### src/rtl/alu_mul_shift_unit_if.sv
// Operand/opcode bus into the ALU/multiplier/shifter unit and its registered result bus.
// Latency: none (wiring only); results appear one clk edge after valid_in.
// Backpressure: none; the master may present a new operation every cycle.
interface alu_mul_shift_unit_if #(
   parameter int WIDTH = 8
) ();
   logic                     valid_in;
   logic [WIDTH-1:0]         a;
   logic [WIDTH-1:0]         b;
   logic [3:0]               opcode;
   logic [$clog2(WIDTH)-1:0] shift;
   logic [2*WIDTH-1:0]       result;
   logic                     carry;
   logic                     valid_out;

   modport master (
      output valid_in, a, b, opcode, shift,
      input  result, carry, valid_out
   );

   modport slave (
      input  valid_in, a, b, opcode, shift,
      output result, carry, valid_out
   );
endinterface

### src/rtl/alu_mul_shift_unit.sv
// Execute-stage unit: 8-bit ALU, unsigned array multiplier and left barrel shifter.
// Latency: one cycle; operands captured on valid_in are visible with valid_out after the edge.
// Backpressure: none; accepts one operation per cycle, outputs hold when valid_in is low.
module alu_mul_shift_unit #(
   parameter int WIDTH = 8
) (
   input logic                clk,
   input logic                rst,
   alu_mul_shift_unit_if.slave bus
);

   localparam int SW = $clog2(WIDTH);

   localparam logic [3:0] OP_ADD = 4'b0000;
   localparam logic [3:0] OP_SUB = 4'b0001;
   localparam logic [3:0] OP_AND = 4'b0010;
   localparam logic [3:0] OP_OR  = 4'b0011;
   localparam logic [3:0] OP_XOR = 4'b0100;
   localparam logic [3:0] OP_NOT = 4'b0101;
   localparam logic [3:0] OP_MUL = 4'b0110;
   localparam logic [3:0] OP_SHL = 4'b0111;

   logic [2*WIDTH-1:0] mul_prod;
   logic [WIDTH-1:0]   shl_s1;
   logic [WIDTH-1:0]   shl_s2;
   logic [WIDTH-1:0]   shl_out;
   logic [WIDTH:0]     add_sum;
   logic [WIDTH:0]     sub_diff;
   logic [2*WIDTH-1:0] nxt_result;
   logic               nxt_carry;
   logic [SW-1:0]      shamt;

   assign shamt = bus.shift;

   // Array multiplier: each row ANDs a with one bit of b and ripple-adds it into the running sum.
   always_comb begin : mul_array
      logic cy;
      logic pp;
      logic s;
      cy       = 1'b0;
      pp       = 1'b0;
      s        = 1'b0;
      mul_prod = '0;
      for (int i = 0; i < WIDTH; i++) begin
         cy = 1'b0;
         for (int j = 0; j < WIDTH; j++) begin
            pp              = bus.a[j] & bus.b[i];
            s               = mul_prod[i+j] ^ pp ^ cy;
            cy              = (mul_prod[i+j] & pp) | (cy & (mul_prod[i+j] ^ pp));
            mul_prod[i+j]   = s;
         end
         // The running sum after i rows is below 2^(WIDTH+i), so this bit is still free.
         mul_prod[i+WIDTH] = cy;
      end
   end

   // Barrel shifter: shift by 1, 2 and 4 in cascaded stages, zero fill from the right.
   always_comb begin
      shl_s1  = shamt[0] ? {bus.a[WIDTH-2:0], 1'b0}   : bus.a;
      shl_s2  = shamt[1] ? {shl_s1[WIDTH-3:0], 2'b00} : shl_s1;
      shl_out = shamt[2] ? {shl_s2[WIDTH-5:0], 4'h0}  : shl_s2;
   end

   assign add_sum  = {1'b0, bus.a} + {1'b0, bus.b};
   assign sub_diff = {1'b0, bus.a} - {1'b0, bus.b};

   // Opcode select; the upper result byte stays zero except for the product.
   always_comb begin
      nxt_result = '0;
      nxt_carry  = 1'b0;
      case (bus.opcode)
         OP_ADD: begin
            nxt_result = {{WIDTH{1'b0}}, add_sum[WIDTH-1:0]};
            nxt_carry  = add_sum[WIDTH];
         end
         OP_SUB: begin
            nxt_result = {{WIDTH{1'b0}}, sub_diff[WIDTH-1:0]};
            // The wrap into the extra bit is exactly the a<b borrow.
            nxt_carry  = sub_diff[WIDTH];
         end
         OP_AND:  nxt_result = {{WIDTH{1'b0}}, bus.a & bus.b};
         OP_OR:   nxt_result = {{WIDTH{1'b0}}, bus.a | bus.b};
         OP_XOR:  nxt_result = {{WIDTH{1'b0}}, bus.a ^ bus.b};
         OP_NOT:  nxt_result = {{WIDTH{1'b0}}, ~bus.a};
         OP_MUL:  nxt_result = mul_prod;
         OP_SHL:  nxt_result = {{WIDTH{1'b0}}, shl_out};
         default: begin
            nxt_result = '0;
            nxt_carry  = 1'b0;
         end
      endcase
   end

   // Result register: capture on valid_in, otherwise hold; valid_out flags a fresh capture.
   always_ff @(posedge clk or posedge rst) begin
      if (rst) begin
         bus.result    <= '0;
         bus.carry     <= 1'b0;
         bus.valid_out <= 1'b0;
      end else begin
         bus.valid_out <= bus.valid_in;
         if (bus.valid_in) begin
            bus.result <= nxt_result;
            bus.carry  <= nxt_carry;
         end
      end
   end

endmodule

### src/flat_wrapper.sv
// flat-port wrapper written by rule: the top's interface ports become plain ports
module alu_mul_shift_unit_flat 
#(
   parameter int WIDTH = 8
)
  (clk, rst, bus_valid_in, bus_a, bus_b, bus_opcode, bus_shift, bus_result, bus_carry, bus_valid_out);
  alu_mul_shift_unit_if #(.WIDTH(WIDTH)) bus_i ();
  input logic clk;
  input logic rst;
  input wire logic [$bits(bus_i.valid_in)-1:0] bus_valid_in;
  input wire logic [$bits(bus_i.a)-1:0] bus_a;
  input wire logic [$bits(bus_i.b)-1:0] bus_b;
  input wire logic [$bits(bus_i.opcode)-1:0] bus_opcode;
  input wire logic [$bits(bus_i.shift)-1:0] bus_shift;
  output wire logic [$bits(bus_i.result)-1:0] bus_result;
  output wire logic [$bits(bus_i.carry)-1:0] bus_carry;
  output wire logic [$bits(bus_i.valid_out)-1:0] bus_valid_out;
  assign bus_i.valid_in = bus_valid_in;
  assign bus_i.a = bus_a;
  assign bus_i.b = bus_b;
  assign bus_i.opcode = bus_opcode;
  assign bus_i.shift = bus_shift;
  assign bus_result = bus_i.result;
  assign bus_carry = bus_i.carry;
  assign bus_valid_out = bus_i.valid_out;
  alu_mul_shift_unit #(.WIDTH(WIDTH)) u_core (.clk(clk), .rst(rst), .bus(bus_i));
endmodule
### config.mk
export PLATFORM = sky130hd
export DESIGN_NAME = alu_mul_shift_unit_flat
export DESIGN_NICKNAME = d
export VERILOG_FILES = /design/src/rtl/alu_mul_shift_unit_if.sv /design/src/rtl/alu_mul_shift_unit.sv /design/src/flat_wrapper.sv
export SDC_FILE = /design/constraint.sdc
export NUM_CORES = 1
export LEC_CHECK = 0
export ABC_AREA = 1
export ABC_CLOCK_PERIOD_IN_PS = 1600
export BUFFER_PORTS_ARGS = -buffer_cell sky130_fd_sc_hd__buf_4
export CORE_UTILIZATION = 28
export DETAILED_ROUTE_END_ITERATION = 10
export HOLD_SLACK_MARGIN = 0.03
export SKIP_LAST_GASP = 1
export SYNTH_ARGS = -nofsm -noshare
export SYNTH_HDL_FRONTEND = slang
export SYNTH_SLANG_ARGS = --single-unit
### constraint.sdc
create_clock -name clk -period 1.6 [get_ports clk]
set_input_delay 0.08 -clock clk [delete_from_list [all_inputs] [get_ports clk]]
set_output_delay 0.08 -clock clk [all_outputs]
set_load 0.02 [all_outputs]
* Word level (Yosys, flattened, before mapping) *
Cells that the tools add are included.

cells by class
  bitwise operators = 324
  reductions and logical operators = 1
  muxes and demuxes = 5
  $add $sub $neg = 2
  eq/ne operators = 7

operator list
  cell                                                                    number
  1-bit bitwise AND                                                       168
  16-bit case mux with 8 select lines                                     1
  1-bit bitwise XOR                                                       104
  1-bit OR                                                                48
  8-bit two-way mux                                                       3
  4-bit by 3-bit equality test with 1-bit output (second input constant)  4
  8-bit by 8-bit adder with 9-bit output                                  1
  8-bit by 8-bit subtractor with 9-bit output                             1
  8-bit bitwise AND                                                       1
  4-bit by 2-bit equality test with 1-bit output (second input constant)  2
  8-bit inverter                                                          1
  8-bit OR                                                                1
  8-bit bitwise XOR                                                       1
  4-bit by 1-bit equality test with 1-bit output (second input constant)  1
  4-bit zero test                                                         1
  1-bit case mux with 2 select lines                                      1

word-level totals
  input bits = 26
  output and inout port bits = 18
  logic and storage cells = 342
  bits in registers = 18

* Longest topological paths before layout *
Gate-level depths: netlist of run 1.

  depth after elaboration = 41
  mapped depth = 29
  gate-level depth less buffers = 28

* Worst setup path after synthesis of run 1 *
Ideal clock, no wire load.

  kind = input to register
  start = input bus_b[1]
  end = register u_core.bus.result[14]
  stages = 25
  slack = -7.977 ns
  arrival time = 9.482 ns
  required time = 1.505 ns
  path buffers = 1
  library setup time = 0.095 ns
  cells stage by stage = clkbuf_1 nand2_1 inv_1 ha_1 fa_1 fa_1 fa_1 fa_1 fa_1 fa_1 fa_1 fa_1 fa_1 fa_1 fa_1 fa_1 fa_1 fa_1 fa_1 fa_1 fa_1 inv_1 fa_1 fa_1 o31ai_1

on the way
  cells in the longest elaborated chain, start to end = 40
  elaborated cells on any way between the ends = 249
  classes of those cells = mux: 1; bitwise: 248

ends and longest elaborated chain
  what                                                    RTL line                                            source
  from (decl)                                             flat_wrapper.sv:12                                  input wire logic [$bits(bus_i.b)-1:0] bus_b;
  1-bit bitwise AND                                       alu_mul_shift_unit.sv:47                            pp = bus.a[j] & bus.b[i];
  1-bit bitwise AND or 1-bit bitwise XOR (tied branches)  alu_mul_shift_unit.sv:49, alu_mul_shift_unit.sv:48
  1-bit bitwise AND                                       alu_mul_shift_unit.sv:49                            cy = (mul_prod[i+j] & pp) | (cy & (mul_prod[i+j] ^ pp));
  1-bit OR                                                alu_mul_shift_unit.sv:49
  1-bit bitwise AND or 1-bit bitwise XOR (tied branches)  alu_mul_shift_unit.sv:49, alu_mul_shift_unit.sv:48
  1-bit OR or 1-bit bitwise XOR (tied branches)           alu_mul_shift_unit.sv:49, alu_mul_shift_unit.sv:48
  1-bit bitwise AND or 1-bit bitwise XOR (tied branches)  alu_mul_shift_unit.sv:49, alu_mul_shift_unit.sv:48
  1-bit OR or 1-bit bitwise XOR (tied branches)           alu_mul_shift_unit.sv:49, alu_mul_shift_unit.sv:48
  (+24 left out)                                          n/a
  1-bit bitwise AND or 1-bit bitwise XOR (tied branches)  alu_mul_shift_unit.sv:49, alu_mul_shift_unit.sv:48
  1-bit OR or 1-bit bitwise XOR (tied branches)           alu_mul_shift_unit.sv:49
  1-bit bitwise AND or 1-bit bitwise XOR (tied branches)  alu_mul_shift_unit.sv:49, alu_mul_shift_unit.sv:48
  1-bit OR or 1-bit bitwise XOR (tied branches)           alu_mul_shift_unit.sv:49
  1-bit bitwise AND                                       alu_mul_shift_unit.sv:49
  1-bit OR                                                alu_mul_shift_unit.sv:49
  1-bit bitwise XOR *                                     alu_mul_shift_unit.sv:48                            s = mul_prod[i+j] ^ pp ^ cy;
  16-bit case mux with 8 select lines *                   alu_mul_shift_unit.sv:71                            case (bus.opcode)
  to (signal assigned)                                    alu_mul_shift_unit.sv:103                           bus.result <= nxt_result;
  to (decl)                                               alu_mul_shift_unit_if.sv:23                         output result, carry, valid_out

Mark *: on every way between the ends. The rest lies on a longest branch, timed or not.
A chain may end at the register's enable or synchronous reset.

* Worst setup path after layout of run 1 *
  start = input bus_a[0]
  end = register u_core.bus.result[14]

on the way
  cells in the longest elaborated chain, start to end = 40
  elaborated cells on any way between the ends = 236
  classes of those cells = mux: 1; bitwise: 235

ends and longest elaborated chain
  what                                                    RTL line                                            source
  from (decl)                                             flat_wrapper.sv:11                                  input wire logic [$bits(bus_i.a)-1:0] bus_a;
  1-bit bitwise AND                                       alu_mul_shift_unit.sv:47
  1-bit bitwise AND (2 in series)                         alu_mul_shift_unit.sv:49
  1-bit OR                                                alu_mul_shift_unit.sv:49
  1-bit bitwise AND or 1-bit bitwise XOR (tied branches)  alu_mul_shift_unit.sv:49, alu_mul_shift_unit.sv:48
  1-bit OR or 1-bit bitwise XOR (tied branches)           alu_mul_shift_unit.sv:49, alu_mul_shift_unit.sv:48
  1-bit bitwise AND or 1-bit bitwise XOR (tied branches)  alu_mul_shift_unit.sv:49, alu_mul_shift_unit.sv:48
  1-bit OR or 1-bit bitwise XOR (tied branches)           alu_mul_shift_unit.sv:49, alu_mul_shift_unit.sv:48
  1-bit bitwise AND or 1-bit bitwise XOR (tied branches)  alu_mul_shift_unit.sv:49, alu_mul_shift_unit.sv:48
  (+23 left out)                                          n/a
  1-bit bitwise AND or 1-bit bitwise XOR (tied branches)  alu_mul_shift_unit.sv:49, alu_mul_shift_unit.sv:48
  1-bit OR or 1-bit bitwise XOR (tied branches)           alu_mul_shift_unit.sv:49
  1-bit bitwise AND or 1-bit bitwise XOR (tied branches)  alu_mul_shift_unit.sv:49, alu_mul_shift_unit.sv:48
  1-bit OR or 1-bit bitwise XOR (tied branches)           alu_mul_shift_unit.sv:49
  1-bit bitwise AND                                       alu_mul_shift_unit.sv:49
  1-bit OR                                                alu_mul_shift_unit.sv:49
  1-bit bitwise XOR *                                     alu_mul_shift_unit.sv:48
  16-bit case mux with 8 select lines *                   alu_mul_shift_unit.sv:71

Marks and branches as above.

==> results.py, run 1 <==
metrics = {
    "drt": {
        "detail_route.drc_violations": 0,
        "routed-wl-met2_mm": 5.09,
        "wl_met3_um": 582,
        "wl_per_cell_um": 13.7,
        "drt_wl_total_mm": 11.5,
        "dr.pass1.iters": 6,
        "drtIter0Drc": 318,
        "ant_nets": 0,
        "via_per_inst": 4.54,
        "vias": 3816,
        "m1WireLength_mm": 5.68,
        "highest_layer": "met4",
    },
    "min_path": {
        "min_path_cells": 1,
        "min-delay-start": "bus_valid_in",
        "hold_path_end": "u_core.bus.valid_out$_DFF_PP0_",
        "min-delay-path-class": "input port to flop",
    },
    "floorplan": {
        "rows": 42,
        "die_y_um": 120,
        "die-area_sq_um": 14500,
        "die_w_um": 120,
        "ios": 44,
        "initial_core_util_pct": 29.2,
        "core_sq_um": 13500,
    },
    "yosys": {
        "synth.distinct_cells": 33,
        "ys_warn_count": 0,
        "async_flop_share_pct": 100,
        "avgSynthCellArea_sq_um": 6.74,
        "ys_ff_latch": 18,
        "synth_edf_count": 0,
        "synthFlopType": "dfrtp_1",
        "syn-num-nets": 691,
        "yosysSeqAreaShare_pct": 11.5,
        "netlist_area_sq_um": 3930,
        "synthCells": 583,
    },
    "cts": {
        "clk_latency_ns": 0.24,
        "cts_buffer_depth": 2,
        "cts_sinks": 18,
        "clkSlewWorstSetupHoldPaths_ns": 0.05,
        "htree_levels": 1,
        "numCtsBuffers": 3,
        "ctsRootBufferMaster": "clkbuf_16",
        "cts_tree": "yes",
    },
    "worst_setup_path": {
        "crit_path_frequent_cell": "fa_2",
        "critical-path-top-delay-family": "adder cells",
        "cp-end-kind": "flop",
        "timing.rr.start": "u_core.bus.result[15]$_DFFE_PP0P_",
        "reg2reg_slack_ns": 0.90,
        "ff2ff_path_depth": 2,
        "cp_max_fo": 2,
        "cp-start-kind": "input port",
        "cp.arrival_ns": 8.52,
        "critPathBufInv": 3,
        "slowest_delay_ns": 0.57,
        "crit_required_ns": 1.70,
        "r2r_end": "u_core.bus.result[15]$_DFFE_PP0P_",
        "worst-setup-path-type": "input port to flop",
        "slowest_stage": "fa_1",
    },
    "place": {
        "dpl.hpwl_mm": 9.64,
        "place_ws_ns": -7.20,
        "routabilityCongestion": 0.895,
        "place_area_sq_um": 4920,
        "io_buffers": 43,
        "numPlacedInstances": 835,
    },
    "finish": {
        "diodes": 0,
        "final_nets": 774,
        "fin_cells": 840,
        "fill_cells": 1463,
        "syn_to_final_growth_pct": 32.3,
        "stdcell_area_sq_um": 5200,
        "drive_above_1_share_pct": 30.6,
    },
    "sta": {
        "drv_slew": 0,
        "setup_viol": 13,
        "period_share_pct": 526,
        "timing.fmax_mhz": 119,
        "hold_viol": 0,
        "min_period_ns": 8.42,
        "clock_skew_ns": 0,
        "max-slew-margin-rel_pct": 55.7,
        "worst_slack_ns": -6.82,
        "rsz0062_at_grt": "true",
        "tightest_slew_ns": 0.663,
    },
    "grt": {
        "track_usage_pct": 16.9,
        "antenna_found_initial": 0,
        "grt_pass1_vias": 3873,
        "grt_pass1_wl_mm": 19.4,
        "grt_max_degree": 21,
        "globalRouteOverflowTotal": 0,
    },
    "power_and_ir_drop": {
        "cellLeakagePower_nw": 2.96,
        "power.density_nw_per_um2": 965,
        "p_total_mw": 5.02,
        "vdd_ir_drop_max_mv": 0.674,
    },
    "flow_run": {
        "maxCapViolations": 0,
    },
    "run_status": {
        "failed_checks": "setup timing",
        "outcome": "finished with violations",
    },
}
through the flow:
step	hold slack [ns]	setup TNS, ns	util, %
after global routing	0.0772	-62.02	38.6
after floorplan	0.0186	-61.22	-
final	0.0717	-59.75	38.6
after global placement	0.216	-64.58	36.6
after CTS	0.0699	-60.24	38.0
after detailed placement	0.224	-65.08	36.6
cell usage after synthesis, types with 2 or more instances:
cell,count,share of area [%]
fa_1,50,25
dfrtp_1,18,11
nor2_2,3,0.48
nor3_1,4,0.51
o22ai_1,2,0.32
clkbuf_1,10,0.96
o31ai_1,3,0.57
ha_1,32,10
nand3_1,52,6.6
o21ai_0,13,1.7
nand2_4,2,0.57
inv_2,4,0.38
o211ai_1,4,0.76
a22oi_1,2,0.38
a21oi_1,8,1.0
nor2_1,25,2.4
nand4_1,4,0.64
nor2_4,3,0.86
nand2_1,198,19
inv_1,119,11
buf_2,15,1.9
layout by cell type, fill, tap and decap left out, types with 8 or more instances in the layout:
master | netlist | final
inv_1 | 119 | 108
inv_2 | 4 | 15
nand2_1 | 198 | 192
fa_1 | 50 | 9
o21ai_0 | 13 | 8
buf_4 | 0 | 99
nand3_1 | 52 | 45
fa_2 | 0 | 41
nor2_1 | 25 | 21
ha_1 | 32 | 24
dfrtp_1 | 18 | 18
registers in the layout (all words and copies together) (netlist names):
register / flops
u_core.bus.valid_out: 1
u_core.bus.carry: 1
u_core.bus.result: 16
power breakdown:
part,internal (mW),switching [mW]
logic,1.90,2.07
clock network,0.328,0.154
registers,0.525,0.0374
worst max path at each step:
stage	slack, ns	to	cells past startpoint	startpoint
after floorplan	-6.95	u_core.bus.result[14]$_DFFE_PP0P_	25	bus_b[1]
after global placement	-7.13	u_core.bus.result[14]$_DFFE_PP0P_	25	bus_b[1]
after detailed placement	-7.20	u_core.bus.result[14]$_DFFE_PP0P_	27	bus_b[1]
after CTS	-6.89	u_core.bus.result[14]$_DFFE_PP0P_	27	bus_a[0]
after global routing	-7.00	u_core.bus.result[14]$_DFFE_PP0P_	25	bus_a[0]
final	-6.82	u_core.bus.result[14]$_DFFE_PP0P_	25	bus_a[0]
area by class of cell:
type                    instances  area [sq um]  share of cell area (%)
well taps                     176           220                    4.24
inverters                     124           468                    9.00
flip-flops and latches         18           450                    8.67
multi-input cells             415          3170                    61.1
repair buffers                104           810                    15.6
clock buffers                   3          75.1                    1.44
cell families after synthesis:
kind of cell	synth area share (%)
AOI/OAI and AO/OA	5.42
adders and majority gates	35.7
buffers and inverters	15.1
DFF	11.5
and+or+nand+nor	32.4
worst register-to-register path: stages (launching register included):
cell,delay (ns)
dfrtp_1,0.38
nand2_1,0.09
o31ai_2,0.09
metal layers:
layer	track usage (%)	vias up
met1	25.2	1778
met5	0	-
met2	26.8	122
met4	3.09	0
li1	-	1903
met3	1.04	13
what timing repair did:
| item | CTS | global route |
|---|---|---|
| hold endpoints to repair | 18 | 0 |
| setup buffers | 1 | 0 |
| pin swaps | 20 | 35 |
| setup endpoints to repair | 15 | 16 |
| gates resized for setup | 24 | 23 |
| hold buffers | 1 | 0 |
Note: power is estimated with default switching activity, not from simulation.
==> run 2: changes to the inputs <==
--- a/config.mk
+++ b/config.mk
@@ -8,9 +8,11 @@
 export ABC_AREA = 1
 export ABC_CLOCK_PERIOD_IN_PS = 1600
 export BUFFER_PORTS_ARGS = -buffer_cell sky130_fd_sc_hd__buf_4
+export CORE_MARGIN = 2
 export CORE_UTILIZATION = 28
 export DETAILED_ROUTE_END_ITERATION = 10
 export HOLD_SLACK_MARGIN = 0.03
+export MAX_ROUTING_LAYER = met4
 export SKIP_LAST_GASP = 1
 export SYNTH_ARGS = -nofsm -noshare
 export SYNTH_HDL_FRONTEND = slang
==> run 2 against run 1 <==
  * The run still ends with setup timing left
  * Wire length fell by 1.0%
  * Die area rose by 3.3%
  * Clock skew did not move
  * Cell count rose by 0.48%
  * Worst hold slack improved by 0.0010 ns
  * Non-clock buffer count did not move
  * Sequential cell count did not move
  * Largest cell class unchanged
==> results.py, run 2 (synthesized netlist as in run 1, its figures left out) <==
metrics = {
    "run_status": {
        "outcome": "finished with violations",
        "failed_checks": "setup timing",
    },
    "grt": {
        "grt_pass1_wl_mm": 18.7,
        "track_usage_pct": 16.2,
        "met1_usage_pct": 23.4,
        "globalRouteOverflowTotal": 0,
        "antenna_found_initial": 0,
        "grt_busiest_layer": "met2",
        "grt_pass1_vias": 3697,
        "met2_usage_pct": 25.5,
        "grtUsageMet3_pct": 1.53,
        "grt_max_degree": 19,
    },
    "cts": {
        "clk_latency_ns": 0.24,
        "htree_levels": 1,
        "numCtsBuffers": 3,
        "cts_tree": "yes",
        "clkSlewWorstSetupHoldPaths_ns": 0.05,
        "ctsRootBufferMaster": "clkbuf_16",
        "cts_buffer_depth": 2,
        "cts_sinks": 18,
    },
    "worst_setup_path": {
        "cp_max_fo": 2,
        "worst-setup-path-type": "input port to flop",
        "crit_required_ns": 1.73,
        "ff2ff_path_depth": 2,
        "critPathLaunch": "bus_a[0]",
        "cp-end-kind": "flop",
        "cp-start-kind": "input port",
        "r2r_end": "u_core.bus.result[15]$_DFFE_PP0P_",
        "cp.arrival_ns": 8.51,
        "reg2reg_slack_ns": 0.93,
        "crit_path_end": "u_core.bus.result[14]$_DFFE_PP0P_",
        "timing.rr.start": "u_core.bus.result[15]$_DFFE_PP0P_",
    },
    "min_path": {
        "min-delay-path-class": "input port to flop",
    },
    "finish": {
        "postLayoutCoreUtil_pct": 37.7,
        "final_cell_mix": "nand2_1, inv_1, buf_4",
        "top_regs": "u_core.bus.result: 16 flops, u_core.bus.carry: 1 flops, u_core.bus.valid_out: 1 flops",
        "fill_cells": 1526,
        "drive_above_1_share_pct": 30.0,
        "diodes": 0,
        "final_common_cell": "nand2_1",
        "regMostFlops": "u_core.bus.result",
        "final_nets": 774,
        "syn_to_final_growth_pct": 32.2,
        "largest_register_ffs": 16,
    },
    "place": {
        "io_buffers": 43,
        "dpl.hpwl_mm": 9.67,
        "place_ws_ns": -7.19,
        "routabilityCongestion": 0.941,
    },
    "power_and_ir_drop": {
        "swShare_pct": 44.7,
        "p_seq_share_pct": 11.3,
        "power_switching_mw": 2.22,
        "power.density_nw_per_um2": 956,
        "intPower_mw": 2.74,
        "cellLeakagePower_nw": 2.95,
        "clockPowerShare_pct": 9.6,
        "vdd_ir_drop_max_mv": 0.570,
        "p_comb_share_pct": 79.1,
    },
    "sta": {
        "timing.fmax_mhz": 119,
        "max-slew-margin-rel_pct": 56.3,
        "setup_viol": 13,
        "drv_slew": 0,
        "tightest_slew_ns": 0.654,
        "tns_ns": -59.78,
        "rsz0062_at_grt": "true",
        "hold_viol": 0,
        "clock_skew_ns": 0,
        "min_period_ns": 8.38,
        "period_share_pct": 524,
        "whs_ns": 0.0727,
        "worst_slack_ns": -6.78,
    },
    "drt": {
        "dr.pass1.iters": 5,
        "drtIter0Drc": 261,
        "ant_nets": 0,
        "detail_route.drc_violations": 0,
        "vias": 3779,
        "via_per_inst": 4.48,
        "drt_wl_total_mm": 11.4,
        "wl_per_cell_um": 13.5,
    },
    "floorplan": {
        "initial_core_util_pct": 28.5,
        "die_w_um": 122,
        "rows": 43,
        "die_y_um": 122,
        "ios": 44,
        "core_sq_um": 13800,
        "die-area_sq_um": 15000,
    },
    "flow_run": {
        "maxCapViolations": 0,
    },
}
==> run 2: cell counts in the layout (fill, tap and decap cells not counted) <==
Identical to the previous run, type by type.
==> run 2: power by group through the flow <==
| stage | Sequential [mW] | Combinational (mW) | Clock (mW) |
|---|---|---|---|
| final | 0.562 | 3.93 | 0.476 |
| after detailed placement | 0.570 | 3.77 | 0 |
| after global routing | 0.569 | 4.52 | 0.506 |
| after global placement | 0.567 | 3.66 | 0 |
| after floorplan | 0.654 | 2.58 | 0 |
| after CTS | 0.564 | 4.00 | 0.487 |
==> run 2: repair_timing <==
| item | in CTS | in global routing |
|---|---|---|
| hold buffers | 1 | 0 |
| cloned | 0 | 0 |
| buffers inserted | 2 | 0 |
| hold endpoints to repair | 18 | 0 |
| pin swaps | 37 | 25 |
| gates resized for setup | 25 | 21 |
| setup endpoints to repair | 13 | 16 |
==> run 2: worst max-delay path, stage by stage <==
cell	delay, ns
buf_8	0.10
nand2_4	0.07
inv_4	0.04
ha_4	0.15
fa_2	0.34
fa_2	0.43
fa_2	0.38
fa_2	0.40
fa_2	0.35
fa_2	0.55
fa_2	0.44
fa_2	0.39
fa_2	0.40
fa_2	0.35
fa_2	0.57
fa_2	0.45
fa_2	0.41
fa_2	0.39
fa_2	0.36
fa_2	0.41
fa_1	0.49
inv_1	0.05
fa_2	0.34
fa_2	0.52
o31ai_1	0.06
==> run 2: worst min-delay path by stage <==
stage	depth (start not counted)	startpoint	end
global route	1	bus_valid_in	u_core.bus.valid_out$_DFF_PP0_
finish	1	bus_valid_in	u_core.bus.valid_out$_DFF_PP0_
floorplan	1	rst	u_core.bus.carry$_DFFE_PP0P_
global placement	2	rst	u_core.bus.result[4]$_DFFE_PP0P_
detailed placement	2	rst	u_core.bus.result[7]$_DFFE_PP0P_
CTS	1	bus_valid_in	u_core.bus.valid_out$_DFF_PP0_
==> run 2: metrics by stage <==
step	cell area (sq um)	power (mW)	cells
after CTS	5130	5.05	845
after global routing	5190	5.60	844
after floorplan	4100	3.24	583
final	5190	4.97	844
after detailed placement	4930	4.34	839
after global placement	4930	4.23	839
==> run 2: cell type report <==
type | count | area, sq um | area share (%)
tap | 180 | 225 | 4.34
sequential | 18 | 450 | 8.67
inverter | 124 | 470 | 9.06
multi-input combinational | 415 | 3160 | 60.8
clock buffer | 3 | 75.1 | 1.45
timing repair buffer | 104 | 813 | 15.7
==> run 2: routing by layer <==
metal | vias to the layer above | part of all wire, %
li1 | 1899 | -
met1 | 1763 | 49
met2 | 109 | 44
met3 | 8 | 5.7
met4 | 0 | 0.63
met5 | - | 0
